### src/rtl/mem_arbiter.sv
// Two-requester (fetch = port 0, data = port 1) arbiter onto a single memory port, with a no-ack timeout.
// Define MEM_ARB_ROUND_ROBIN_EN for round-robin tie-breaking; otherwise the data port always wins ties.
module mem_arbiter #(
    parameter int ADDR_WIDTH = 32,
    parameter int DATA_WIDTH = 32,
    parameter int TIMEOUT    = 255
) (
    input  logic                  clk,
    input  logic                  rst,
    input  logic [ADDR_WIDTH-1:0] p0_addr,
    input  logic [DATA_WIDTH-1:0] p0_wr_data,
    input  logic                  p0_rd_req,
    input  logic                  p0_wr_req,
    output logic [DATA_WIDTH-1:0] p0_rd_data,
    output logic                  p0_ack,
    output logic                  p0_busy,
    input  logic [ADDR_WIDTH-1:0] p1_addr,
    input  logic [DATA_WIDTH-1:0] p1_wr_data,
    input  logic                  p1_rd_req,
    input  logic                  p1_wr_req,
    output logic [DATA_WIDTH-1:0] p1_rd_data,
    output logic                  p1_ack,
    output logic                  p1_busy,
    output logic [ADDR_WIDTH-1:0] mem_addr,
    output logic [DATA_WIDTH-1:0] mem_wr_data,
    output logic                  mem_rd_req,
    output logic                  mem_wr_req,
    input  logic [DATA_WIDTH-1:0] mem_rd_data,
    input  logic                  mem_ack,
    input  logic                  mem_busy,
    output logic                  timeout_err
);
    localparam int CNT_WIDTH = (TIMEOUT > 0) ? $clog2(TIMEOUT + 1) : 1;
    localparam int LAST_INT  = (TIMEOUT > 0) ? TIMEOUT - 1 : 0;
    localparam logic [CNT_WIDTH-1:0] CNT_LAST = LAST_INT[CNT_WIDTH-1:0];
    localparam logic [CNT_WIDTH-1:0] CNT_MAX  = '1;
    localparam logic [CNT_WIDTH-1:0] CNT_ONE  = CNT_WIDTH'(1);

    typedef enum logic {IDLE, WAIT} state_t;

    logic [ADDR_WIDTH-1:0] req_addr   [2];
    logic [DATA_WIDTH-1:0] req_wdata  [2];
    logic [1:0]            req_rd;
    logic [1:0]            req_wr;
    logic [ADDR_WIDTH-1:0] slot_addr  [2];
    logic [DATA_WIDTH-1:0] slot_wdata [2];
    logic [1:0]            slot_write;
    logic [1:0]            slot_valid;
    logic [1:0]            slot_clear;

    assign req_addr[0]  = p0_addr;
    assign req_addr[1]  = p1_addr;
    assign req_wdata[0] = p0_wr_data;
    assign req_wdata[1] = p1_wr_data;
    assign req_rd       = {p1_rd_req, p0_rd_req};
    assign req_wr       = {p1_wr_req, p0_wr_req};

    // One-deep request buffer per port; a request arriving while the slot is full is dropped.
    for (genvar gi = 0; gi < 2; gi++) begin : g_slot
        logic                  valid_reg;
        logic                  write_reg;
        logic [ADDR_WIDTH-1:0] addr_reg;
        logic [DATA_WIDTH-1:0] wdata_reg;

        always_ff @(posedge clk or posedge rst) begin
            if (rst) begin
                valid_reg <= 1'b0;
                write_reg <= 1'b0;
                addr_reg  <= '0;
                wdata_reg <= '0;
            end else if (!valid_reg && (req_rd[gi] || req_wr[gi])) begin
                valid_reg <= 1'b1;
                write_reg <= req_wr[gi];
                addr_reg  <= req_addr[gi];
                wdata_reg <= req_wdata[gi];
            end else if (slot_clear[gi]) begin
                valid_reg <= 1'b0;
            end
        end

        assign slot_valid[gi] = valid_reg;
        assign slot_write[gi] = write_reg;
        assign slot_addr[gi]  = addr_reg;
        assign slot_wdata[gi] = wdata_reg;
    end

    state_t                state_reg, state_next;
    logic [CNT_WIDTH-1:0]  cnt_reg, cnt_next;
    logic                  owner_reg, owner_next;
    logic [ADDR_WIDTH-1:0] mem_addr_reg, mem_addr_next;
    logic [DATA_WIDTH-1:0] mem_wr_data_reg, mem_wr_data_next;
    logic                  mem_rd_req_reg, mem_rd_req_next;
    logic                  mem_wr_req_reg, mem_wr_req_next;
    logic [1:0]            ack_reg, ack_next;
    logic [DATA_WIDTH-1:0] rd_data_reg  [2];
    logic [DATA_WIDTH-1:0] rd_data_next [2];
    logic                  timeout_reg, timeout_next;
    logic                  grant;
`ifdef MEM_ARB_ROUND_ROBIN_EN
    logic                  last_grant_reg, last_grant_next;
`endif

    always_ff @(posedge clk or posedge rst) begin
        if (rst) begin
            state_reg       <= IDLE;
            cnt_reg         <= '0;
            owner_reg       <= 1'b0;
            mem_addr_reg    <= '0;
            mem_wr_data_reg <= '0;
            mem_rd_req_reg  <= 1'b0;
            mem_wr_req_reg  <= 1'b0;
            ack_reg         <= '0;
            rd_data_reg[0]  <= '0;
            rd_data_reg[1]  <= '0;
            timeout_reg     <= 1'b0;
`ifdef MEM_ARB_ROUND_ROBIN_EN
            last_grant_reg  <= 1'b1;
`endif
        end else begin
            state_reg       <= state_next;
            cnt_reg         <= cnt_next;
            owner_reg       <= owner_next;
            mem_addr_reg    <= mem_addr_next;
            mem_wr_data_reg <= mem_wr_data_next;
            mem_rd_req_reg  <= mem_rd_req_next;
            mem_wr_req_reg  <= mem_wr_req_next;
            ack_reg         <= ack_next;
            rd_data_reg[0]  <= rd_data_next[0];
            rd_data_reg[1]  <= rd_data_next[1];
            timeout_reg     <= timeout_next;
`ifdef MEM_ARB_ROUND_ROBIN_EN
            last_grant_reg  <= last_grant_next;
`endif
        end
    end

    always_comb begin
        state_next       = state_reg;
        cnt_next         = cnt_reg;
        owner_next       = owner_reg;
        mem_addr_next    = mem_addr_reg;
        mem_wr_data_next = mem_wr_data_reg;
        mem_rd_req_next  = 1'b0;
        mem_wr_req_next  = 1'b0;
        ack_next         = '0;
        rd_data_next[0]  = '0;
        rd_data_next[1]  = '0;
        timeout_next     = 1'b0;
        slot_clear       = '0;
`ifdef MEM_ARB_ROUND_ROBIN_EN
        last_grant_next  = last_grant_reg;
        grant            = (&slot_valid) ? ~last_grant_reg : slot_valid[1];
`else
        grant            = slot_valid[1];
`endif

        case (state_reg)
            IDLE: begin
                if ((|slot_valid) && !mem_busy) begin
                    owner_next       = grant;
                    mem_addr_next    = slot_addr[grant];
                    mem_wr_data_next = slot_wdata[grant];
                    mem_wr_req_next  = slot_write[grant];
                    mem_rd_req_next  = !slot_write[grant];
                    cnt_next         = '0;
                    state_next       = WAIT;
`ifdef MEM_ARB_ROUND_ROBIN_EN
                    last_grant_next  = grant;
`endif
                end
            end
            WAIT: begin
                if (mem_ack) begin
                    ack_next[owner_reg]     = 1'b1;
                    rd_data_next[owner_reg] = slot_write[owner_reg] ? '0 : mem_rd_data;
                    slot_clear[owner_reg]   = 1'b1;
                    state_next              = IDLE;
                end else begin
                    if (cnt_reg != CNT_MAX) begin
                        cnt_next = cnt_reg + CNT_ONE;
                    end
                    // Forced completion looks like an ack with zero data, flagged by timeout_err.
                    if (TIMEOUT != 0 && cnt_reg == CNT_LAST) begin
                        ack_next[owner_reg]   = 1'b1;
                        slot_clear[owner_reg] = 1'b1;
                        timeout_next          = 1'b1;
                        state_next            = IDLE;
                    end
                end
            end
            default: state_next = IDLE;
        endcase
    end

    assign p0_busy     = slot_valid[0];
    assign p1_busy     = slot_valid[1];
    assign p0_ack      = ack_reg[0];
    assign p1_ack      = ack_reg[1];
    assign p0_rd_data  = rd_data_reg[0];
    assign p1_rd_data  = rd_data_reg[1];
    assign mem_addr    = mem_addr_reg;
    assign mem_wr_data = mem_wr_data_reg;
    assign mem_rd_req  = mem_rd_req_reg;
    assign mem_wr_req  = mem_wr_req_reg;
    assign timeout_err = timeout_reg;

endmodule

### config.mk
export PLATFORM = sky130hd
export DESIGN_NAME = mem_arbiter
export DESIGN_NICKNAME = d
export VERILOG_FILES = /design/src/rtl/mem_arbiter.sv
export SDC_FILE = /design/constraint.sdc
export NUM_CORES = 1
export LEC_CHECK = 0
export CELL_PAD_IN_SITES_DETAIL_PLACEMENT = 0
export CELL_PAD_IN_SITES_GLOBAL_PLACEMENT = 1
export CORE_UTILIZATION = 38
export DETAILED_ROUTE_END_ITERATION = 12
export PLACE_DENSITY_LB_ADDON = 0.1
export REMOVE_ABC_BUFFERS = 1
export SLEW_MARGIN = 20
export SYNTH_ARGS = -nofsm -noshare
export SYNTH_HDL_FRONTEND = slang
export SYNTH_SLANG_ARGS = --single-unit
### constraint.sdc
create_clock -name clk -period 9.32 [get_ports clk]
set_clock_uncertainty 0.05 [all_clocks]
set_input_delay 0.932 -clock clk [delete_from_list [all_inputs] [get_ports clk]]
set_output_delay 0.932 -clock clk [all_outputs]
set_load 0.1 [all_outputs]
# Yosys cells after proc, flatten, opt, wreduce, memory -nomap -nowiden
# Cells that the tools add are included.
# classes
add_sub_neg	1
magnitude_cmp	6
n_eq_ne	5
n_mux	39
bitwise_logic	4
n_reduce_logical	16
# op_table
cell	count
$mux W32	8
$mux W64	2
$and A64 B64 Y64	1
$demux W32 S1	1
$mux W8	3
$mux W1	19
$pmux W8 S2	1
$add A8 B1 Y8 const B	1
$eq A8 B8 Y1 const B	1
$ne A8 B8 Y1 const B	1
$mux W2	3
$logic_and A1 B1 Y1	5
$ge A2 B2 Y1 const B	2
$logic_not A1 Y1	4
$lt A1 B2 Y1 const B	2
$ne A2 B2 Y1 const B	2
$not A1 Y2	2
$reduce_bool A2 Y1	2
$reduce_and A3 Y1	1
$logic_or A1 B1 Y1	2
$lt A2 B1 Y1 const B	1
$ne A2 B1 Y1 const B	1
$pmux W1 S2	1
$reduce_and A2 Y1	1
other kinds (4)	4
# totals
ff_bits	275
inputBits	168
out_inout_bits	135
elab_cells	90

# Depth between registers and ports, before layout
# Gate-level depths: netlist of the first run.
# logic_depth
depth_word	9
depth_mapped	6

# Worst setup path after synthesis of the first run
# No wires, ideal clock.
# synth_timing
kind	register -> register
start	register g_slot[1].valid_reg (netlist: p1_busy)
end	register g_slot[1].addr_reg[0]
t_arrival_ns	2.000
t_required_ns	9.145
path_slack_ns	7.145
path_stages_with_launch	6
synth_period_minus_slack_ns	2.175
path_cell_list	dfrtp_1 -> buf_2 -> o21bai_1 -> buf_6 -> buf_6 -> mux2_4
# synth_via
elab_chain_cells	2
# synth_lines
item	line	rtl
start: declaration	60	logic valid_reg;
start signal: assignment	67	valid_reg <= 1'b0;
start signal: assignment	72	valid_reg <= 1'b1;
start signal: assignment	77	valid_reg <= 1'b0;
$logic_not A1 Y1	71	end else if (!valid_reg && (req_rd[gi] || req_wr[gi])) begin
$logic_and A1 B1 Y1	71	
end signal: assignment	74	addr_reg <= req_addr[gi];
end: declaration	62	logic [ADDR_WIDTH-1:0] addr_reg;
# Every way passes these cells.
# A chain may end at the register's enable or synchronous reset.

# Final worst setup path of the first run
# layout_timing
start	register g_slot[1].valid_reg (netlist: p1_busy)
end	output port p1_busy
# layout_rtl
item	line	rtl
end: declaration	23	output logic p1_busy,
# No word-level cell between the ends.

==> results of run 1 <==
layer usage:
layer / wire [um] / global-route usage, %
met1: 11100 / 23.3
met3: 2760 / 7.81
met4: 470 / 3.96
met2: 11700 / 28.9
met5: 13 / 0
worst max-delay path by stage:
stage | startpoint | end | depth (start not counted)
global route | p1_busy | p1_busy | 1
global placement | rst | ack_reg[0] | 4
detailed placement | rst | ack_reg[0] | 4
finish | p1_busy | p1_busy | 1
CTS | p1_busy | p1_busy | 1
floorplan | rst | ack_reg[0] | 1
per-stage QoR:
step,utilization [%],power [mW],hold slack (ns)
after global routing,54.3,5.58,0.440
after detailed placement,50.7,4.19,0.419
after CTS,54.2,5.38,0.431
after floorplan,-,3.63,0.420
after global placement,50.7,4.17,0.410
final,54.3,5.31,0.424
power by group:
part | internal (mW) | total (mW) | switching [mW]
logic | 0.750 | 2.27 | 1.52
clock network | 0.696 | 1.16 | 0.459
registers | 1.64 | 1.89 | 0.244
cell families (layout without fill, tap and decap cells):
family	count (synthesis)	count (layout)
other	0	1
and+or+nand+nor	159	159
DFF	275	275
buffers and inverters	48	370
xor gates and xnor gates	2	2
muxes	195	195
adders and majority gates	2	2
AOI/OAI and AO/OA	85	85
final cells by class:
type | instances | area [um^2] | area share (%)
clock inverter | 2 | 13.8 | 0.0911
clock buffer | 49 | 963 | 6.37
timing repair buffer | 313 | 3110 | 20.5
sequential | 275 | 6890 | 45.6
multi-input combinational | 443 | 3640 | 24.1
tap | 378 | 473 | 3.13
antenna | 1 | 2.50 | 0.0166
inverter | 6 | 30.0 | 0.199
cell usage in the layout, fill, tap and decap left out, types with 2 or more instances in the layout:
| cell | n |
|---|---|
| mux2_4 | 49 |
| nor3_2 | 2 |
| clkbuf_1 | 6 |
| o31ai_1 | 2 |
| a31oi_1 | 2 |
| nand2_1 | 69 |
| nand4_1 | 2 |
| clkbuf_16 | 31 |
| o21ai_0 | 63 |
| clkdlybuf4s50_1 | 302 |
| ha_1 | 2 |
| o21a_1 | 2 |
| nor2_1 | 5 |
| nor3_1 | 4 |
| o211ai_1 | 2 |
| mux2i_1 | 66 |
| xnor2_1 | 2 |
| inv_1 | 5 |
| buf_4 | 11 |
| clkbuf_8 | 12 |
| dfrtp_1 | 274 |
| nand3_1 | 4 |
| and2_1 | 67 |
| o21bai_4 | 2 |
| mux2_2 | 80 |
| o21ai_1 | 9 |
==> results.tsv, run 1 <==
stage	metric	value	unit
global_route	Total GRT Usage	18.3	%
worst_setup_path	worst setup path category	reg -> out	
worst_setup_path	crit path max fanout	31	
placement	dpl hpwl	17100	um
logic_synthesis	leading area contributor after synthesis	dfrtp_1	
placement	area post-placement	14100	um^2
worst_setup_path	family with the most delay on the worst path	buffers and inverters	
logic_synthesis	post-synthesis mux area share	21.3	%
drt	Routed Antenna Nets	0	
global_route	largest net degree at the start of global routing	103	
floorplanning	core box area	27900	um^2
global_route	antenna violations before repair	2	
power	Peak VDD IR	0.160	mV
layout	final std cells w/o fill	1467	
floorplanning	Die X	170	um
logic_synthesis	Synth Instances	766	
worst_setup_path	CP Data Required Time	8.34	ns
clocking	cts hold-fix bufs	0	
worst_setup_path	Worst EP arrival	2.63	ns
placement	pre-CTS WS	5.70	ns
worst_setup_path	crit path cell chain	clkdlybuf4s50_1	
timing	slack of the critical path	5.71	ns
timing	Slew Viols, Final	0	
timing	final setup vio count	0	
power	P per Cell Area	351	nW/um^2
clocking	CTS tree	built	
min_path	hold depth	2	
placement	buffers added on ports	302	
drt	1st-iter DRT viols	313	
timing	Max Clk Rate	277	MHz
clocking	clk sinks	275	
floorplanning	Ports	303	
logic_synthesis	#FFs+latches synth	275	
timing	RSZ-0062 raised after global routing	no	
worst_setup_path	worst r2r src	p1_busy	
clocking	Root Buffer	clkbuf_16	
logic_synthesis	largest family of logic cells by synthesized area	multiplexers	
logic_synthesis	Cell Area, Synth	10800	um^2
timing	slew of the pin with the lowest slew margin	1.12	ns
global_route	first-pass GRT wire length	40900	um
floorplanning	Starting Density	38.7	%
min_path	Worst Hold Launch	mem_wr_data[19]	
clocking	Max clock buf depth	3	
logic_synthesis	YS warnings	0	
clocking	Reg clk slew, reported paths	0.06	ns
worst_setup_path	Crit. End Element	output pin	
floorplanning	die area	29000	um^2
logic_synthesis	XOR/XNOR Fraction of Synth Area	0.163	%
clocking	TritonCTS buffer count	31	
worst_setup_path	Reg-to-Reg End	mem_addr[22]	
logic_synthesis	asr flop ratio synth	100	%
timing	Setup TNS Final	0	ns
min_path	WHS Endpoint	mem_wr_data[19]	
worst_setup_path	critical-path cell with the highest stage delay	clkdlybuf4s50_1	
timing	part of the cycle the worst path needs	38.7	%
worst_setup_path	Buf/Inv on CP	1	
logic_synthesis	Syn Area/Cell	14.1	um^2
logic_synthesis	most common library cells after synthesis	dfrtp_1, mux2_2, nand2_1	
worst_setup_path	Reg2Reg Setup Slack	6.44	ns
drt	vias post-DR	6768	
placement	DP Cell Count	1415	
layout	layout cells sized above 1	17.7	%
worst_setup_path	cells on worst reg2reg path	4	
logic_synthesis	share of the synthesized area in the top cell type	63.9	%
layout	fill cell count	2407	
global_route	Overflow after GRT	0	
clocking	Skew-Pair Late Insertion Delay	0.55	ns
logic_synthesis	synth unique cells	33	
worst_setup_path	Worst path max stage delay	1.24	ns
floorplanning	DIE HEIGHT	170	um
layout	Nets	1240	
floorplanning	Rows	61	
clocking	post-CTS setup buffers	0	
drt	DRC violations left	0	
logic_synthesis	Post-Synth Adder-Cell Area	0.232	%
logic_synthesis	sequential share of the synthesized area	63.9	%
clocking	# resized after CTS	0	
power	Pleak	7.06	nW
min_path	HP Class	reg -> reg	
logic_synthesis	Compound-Gate Fraction of Synth Area	4.33	%
logic_synthesis	Area contributors post-synth	dfrtp_1, mux2_2, mux2_4	
logic_synthesis	Post-synth EDFFs	0	
drt	final wirelength	26100	um
drt	drt wl/cell	17.8	um
logic_synthesis	most instantiated library cell after synthesis	dfrtp_1	
global_route	number of global-route vias before repair	7219	
placement	RePlAce Congestion	0.715	
layout	Area Overhead vs Synth	40.3	%
layout	final instance area	15100	um^2
outcome	status	complete, no violations	
timing	min cycle time layout	3.61	ns
logic_synthesis	commonest register cell after synthesis	dfrtp_1	
drt	vias per cell	4.61	
timing	Final Hold Fails	0	
job	maxcap violations	0	
worst_setup_path	crit path launch type	flip-flop	
clocking	# H-tree levels	1	
logic_synthesis	Simple-Gate Fraction of Synth Area	7.43	%
timing	Worst slew margin	25.0	%
drt	DR pass1 iterations	4	
No activity file was read; power rests on OpenSTA's default activity.
==> inputs of run 2 (changes only) <==
--- a/config.mk
+++ b/config.mk
@@ -7,7 +7,7 @@
 export LEC_CHECK = 0
 export CELL_PAD_IN_SITES_DETAIL_PLACEMENT = 0
 export CELL_PAD_IN_SITES_GLOBAL_PLACEMENT = 1
-export CORE_UTILIZATION = 38
+export CORE_UTILIZATION = 35
 export DETAILED_ROUTE_END_ITERATION = 12
 export PLACE_DENSITY_LB_ADDON = 0.1
 export REMOVE_ABC_BUFFERS = 1
==> constraint.sdc (replaced) <==
create_clock -name clk -period 3.2 [get_ports clk]
set_clock_uncertainty 0.05 [all_clocks]
set_input_delay 0.32 -clock clk [delete_from_list [all_inputs] [get_ports clk]]
set_output_delay 0.32 -clock clk [all_outputs]
set_load 0.1 [all_outputs]
==> run 2 against run 1 <==
  * Global-route usage down 1.4 points
  * Via count grew 1.3%
  * Largest cell class unchanged
  * Power rose to 2.9 times the previous value
  * Highest routed layer is now met4
==> results.tsv, run 2 (same netlist as run 1, synthesis figures left out) <==
stage	metric	value	unit	change
outcome	status	complete, no violations		
global_route	Overflow after GRT	0		unchanged
worst_setup_path	CP Data Required Time	2.83	ns	-5.51 ns
global_route	number of global-route vias before repair	7146		-1.0%
min_path	HP Class	in -> async		
timing	RSZ-0062 raised after global routing	no		
worst_setup_path	Worst path max stage delay	1.15	ns	-0.09 ns
drt	drt wl/cell	18.0	um	+1.0%
clocking	Root Buffer	clkbuf_16		
placement	RePlAce Congestion	0.710		-0.67%
clocking	clk sinks	275		unchanged
timing	min cycle time layout	2.45	ns	
drt	DR pass1 iterations	4		unchanged
power	P per Cell Area	1020	nW/um^2	+190%
timing	Worst slew margin	30.5	%	+5.5 points
timing	Final Hold Fails	0		unchanged
floorplanning	Rows	63		+3.3%
placement	pre-CTS WS	1.07	ns	-4.63 ns
placement	dpl hpwl	17700	um	+4.0%
floorplanning	core box area	30000	um^2	+7.5%
drt	DRC violations left	0		unchanged
job	maxcap violations	0		unchanged
clocking	CTS tree	built		
layout	commonest non-fill, non-tap cell in the layout	clkdlybuf4s50_1		
clocking	Reg clk slew, reported paths	0.06	ns	about the same
clocking	post-CTS setup buffers	0		unchanged
global_route	largest net degree at the start of global routing	84		-18%
drt	vias post-DR	6857		+1.3%
floorplanning	Ports	303		unchanged
clocking	Skew-Pair Late Insertion Delay	0.55	ns	about the same
layout	antenna diode count	0		-1
layout	commonest non-fill, non-tap cells in the layout	clkdlybuf4s50_1, dfrtp_1, mux2_2		
power	Pleak	7.10	nW	+0.53%
layout	layout cells sized above 1	19.3	%	+1.6 points
clocking	# H-tree levels	1		unchanged
worst_setup_path	worst r2r src	p1_busy		
clocking	Max clock buf depth	3		unchanged
drt	vias per cell	4.63		+0.29%
timing	Slew Viols, Final	0		unchanged
layout	Area Overhead vs Synth	40.4	%	about the same
worst_setup_path	family with the most delay on the worst path	buffers and inverters		
timing	slew of the pin with the lowest slew margin	1.04	ns	-0.0825 ns
global_route	first-pass GRT wire length	41200	um	+0.95%
floorplanning	Die X	177	um	+4.1%
clocking	TritonCTS buffer count	31		unchanged
timing	Max Clk Rate	408	MHz	
worst_setup_path	Crit. End Element	output pin		
layout	Nets	1244		+0.32%
worst_setup_path	critical-path cell with the highest stage delay	clkdlybuf4s50_1		
floorplanning	die area	31500	um^2	+8.5%
worst_setup_path	crit path max fanout	2		-94%
timing	hold_ws	0.131	ns	-0.294 ns
worst_setup_path	Worst EP arrival	2.08	ns	-0.55 ns
worst_setup_path	crit path cell chain	clkdlybuf4s50_1		
worst_setup_path	Critical path origin	mem_addr[31]		
drt	Routed Antenna Nets	0		unchanged
drt	final wirelength	26600	um	+2.1%
power	Peak VDD IR	0.439	mV	+170%
placement	buffers added on ports	302		unchanged
clocking	# resized after CTS	0		unchanged
global_route	Total GRT Usage	17.0	%	-1.4 points
drt	1st-iter DRT viols	254		-19%
floorplanning	DIE HEIGHT	177	um	+4.1%
worst_setup_path	worst setup path category	reg -> out		
floorplanning	Starting Density	36.0	%	-2.7 points
timing	part of the cycle the worst path needs	76.5	%	
worst_setup_path	Buf/Inv on CP	1		unchanged
timing	slack of the critical path	0.752	ns	-4.96 ns
timing	final setup vio count	0		unchanged
global_route	antenna violations before repair	0		-2
worst_setup_path	crit path launch type	flip-flop		
clocking	cts hold-fix bufs	0		unchanged
run 2: worst paths after layout:
check	end	slack (ns)	depth (start not counted)
setup / recovery	mem_addr[31]	0.75	1
hold / removal	p0_rd_data[27]	0.13	2
setup reg to reg	mem_addr[2]	1.31	3
hold reg to reg	mem_wr_data[25]	0.42	2
max in group asynchronous	mem_wr_data[27]	2.12	3
min in group clk	p0_rd_data[29]	0.30	2
run 2: worst reg2reg max path, cell delays in order, from the launching register on:
cell     delay, ns
dfrtp_4       0.51
o21ai_4       0.61
buf_12        0.37
o21ai_0       0.21
run 2: layout make-up:
| cell class | count | area, um^2 |
|---|---|---|
| repair buffers | 317 | 3150 |
| flip-flops and latches | 275 | 6890 |
| clock inverters | 3 | 15.0 |
| clock buffers | 48 | 910 |
| inverters | 6 | 30.0 |
| well taps | 390 | 488 |
| fillers | 2659 | 14800 |
| multi-input cells | 443 | 3640 |
run 2: per-stage QoR:
stage                     power, mW  std cells  TNS [ns]  instance area, um^2  utilization, %
after CTS                      15.6       1482         0                15100            50.5
final                          15.4       1482         0                15100            50.5
after detailed placement       12.2       1431         0                14200            47.4
after global placement         12.1       1431         0                14200            47.4
after global routing           16.1       1482         0                15100            50.5
after floorplan                10.6        724  -1676.14                10500               -
run 2: report_power, final:
part / switching, mW / internal (mW)
clock: 1.36 / 1.92
sequential: 0.675 / 4.79
combinational: 4.46 / 2.17
run 2: per-layer routing:
layer,up-vias,GRT usage (%),part of all wire [%]
met5,-,0,0
met4,0,3.81,2.0
met3,37,7.11,10
met2,229,26.7,45
met1,3356,21.6,43
li1,3235,-,-
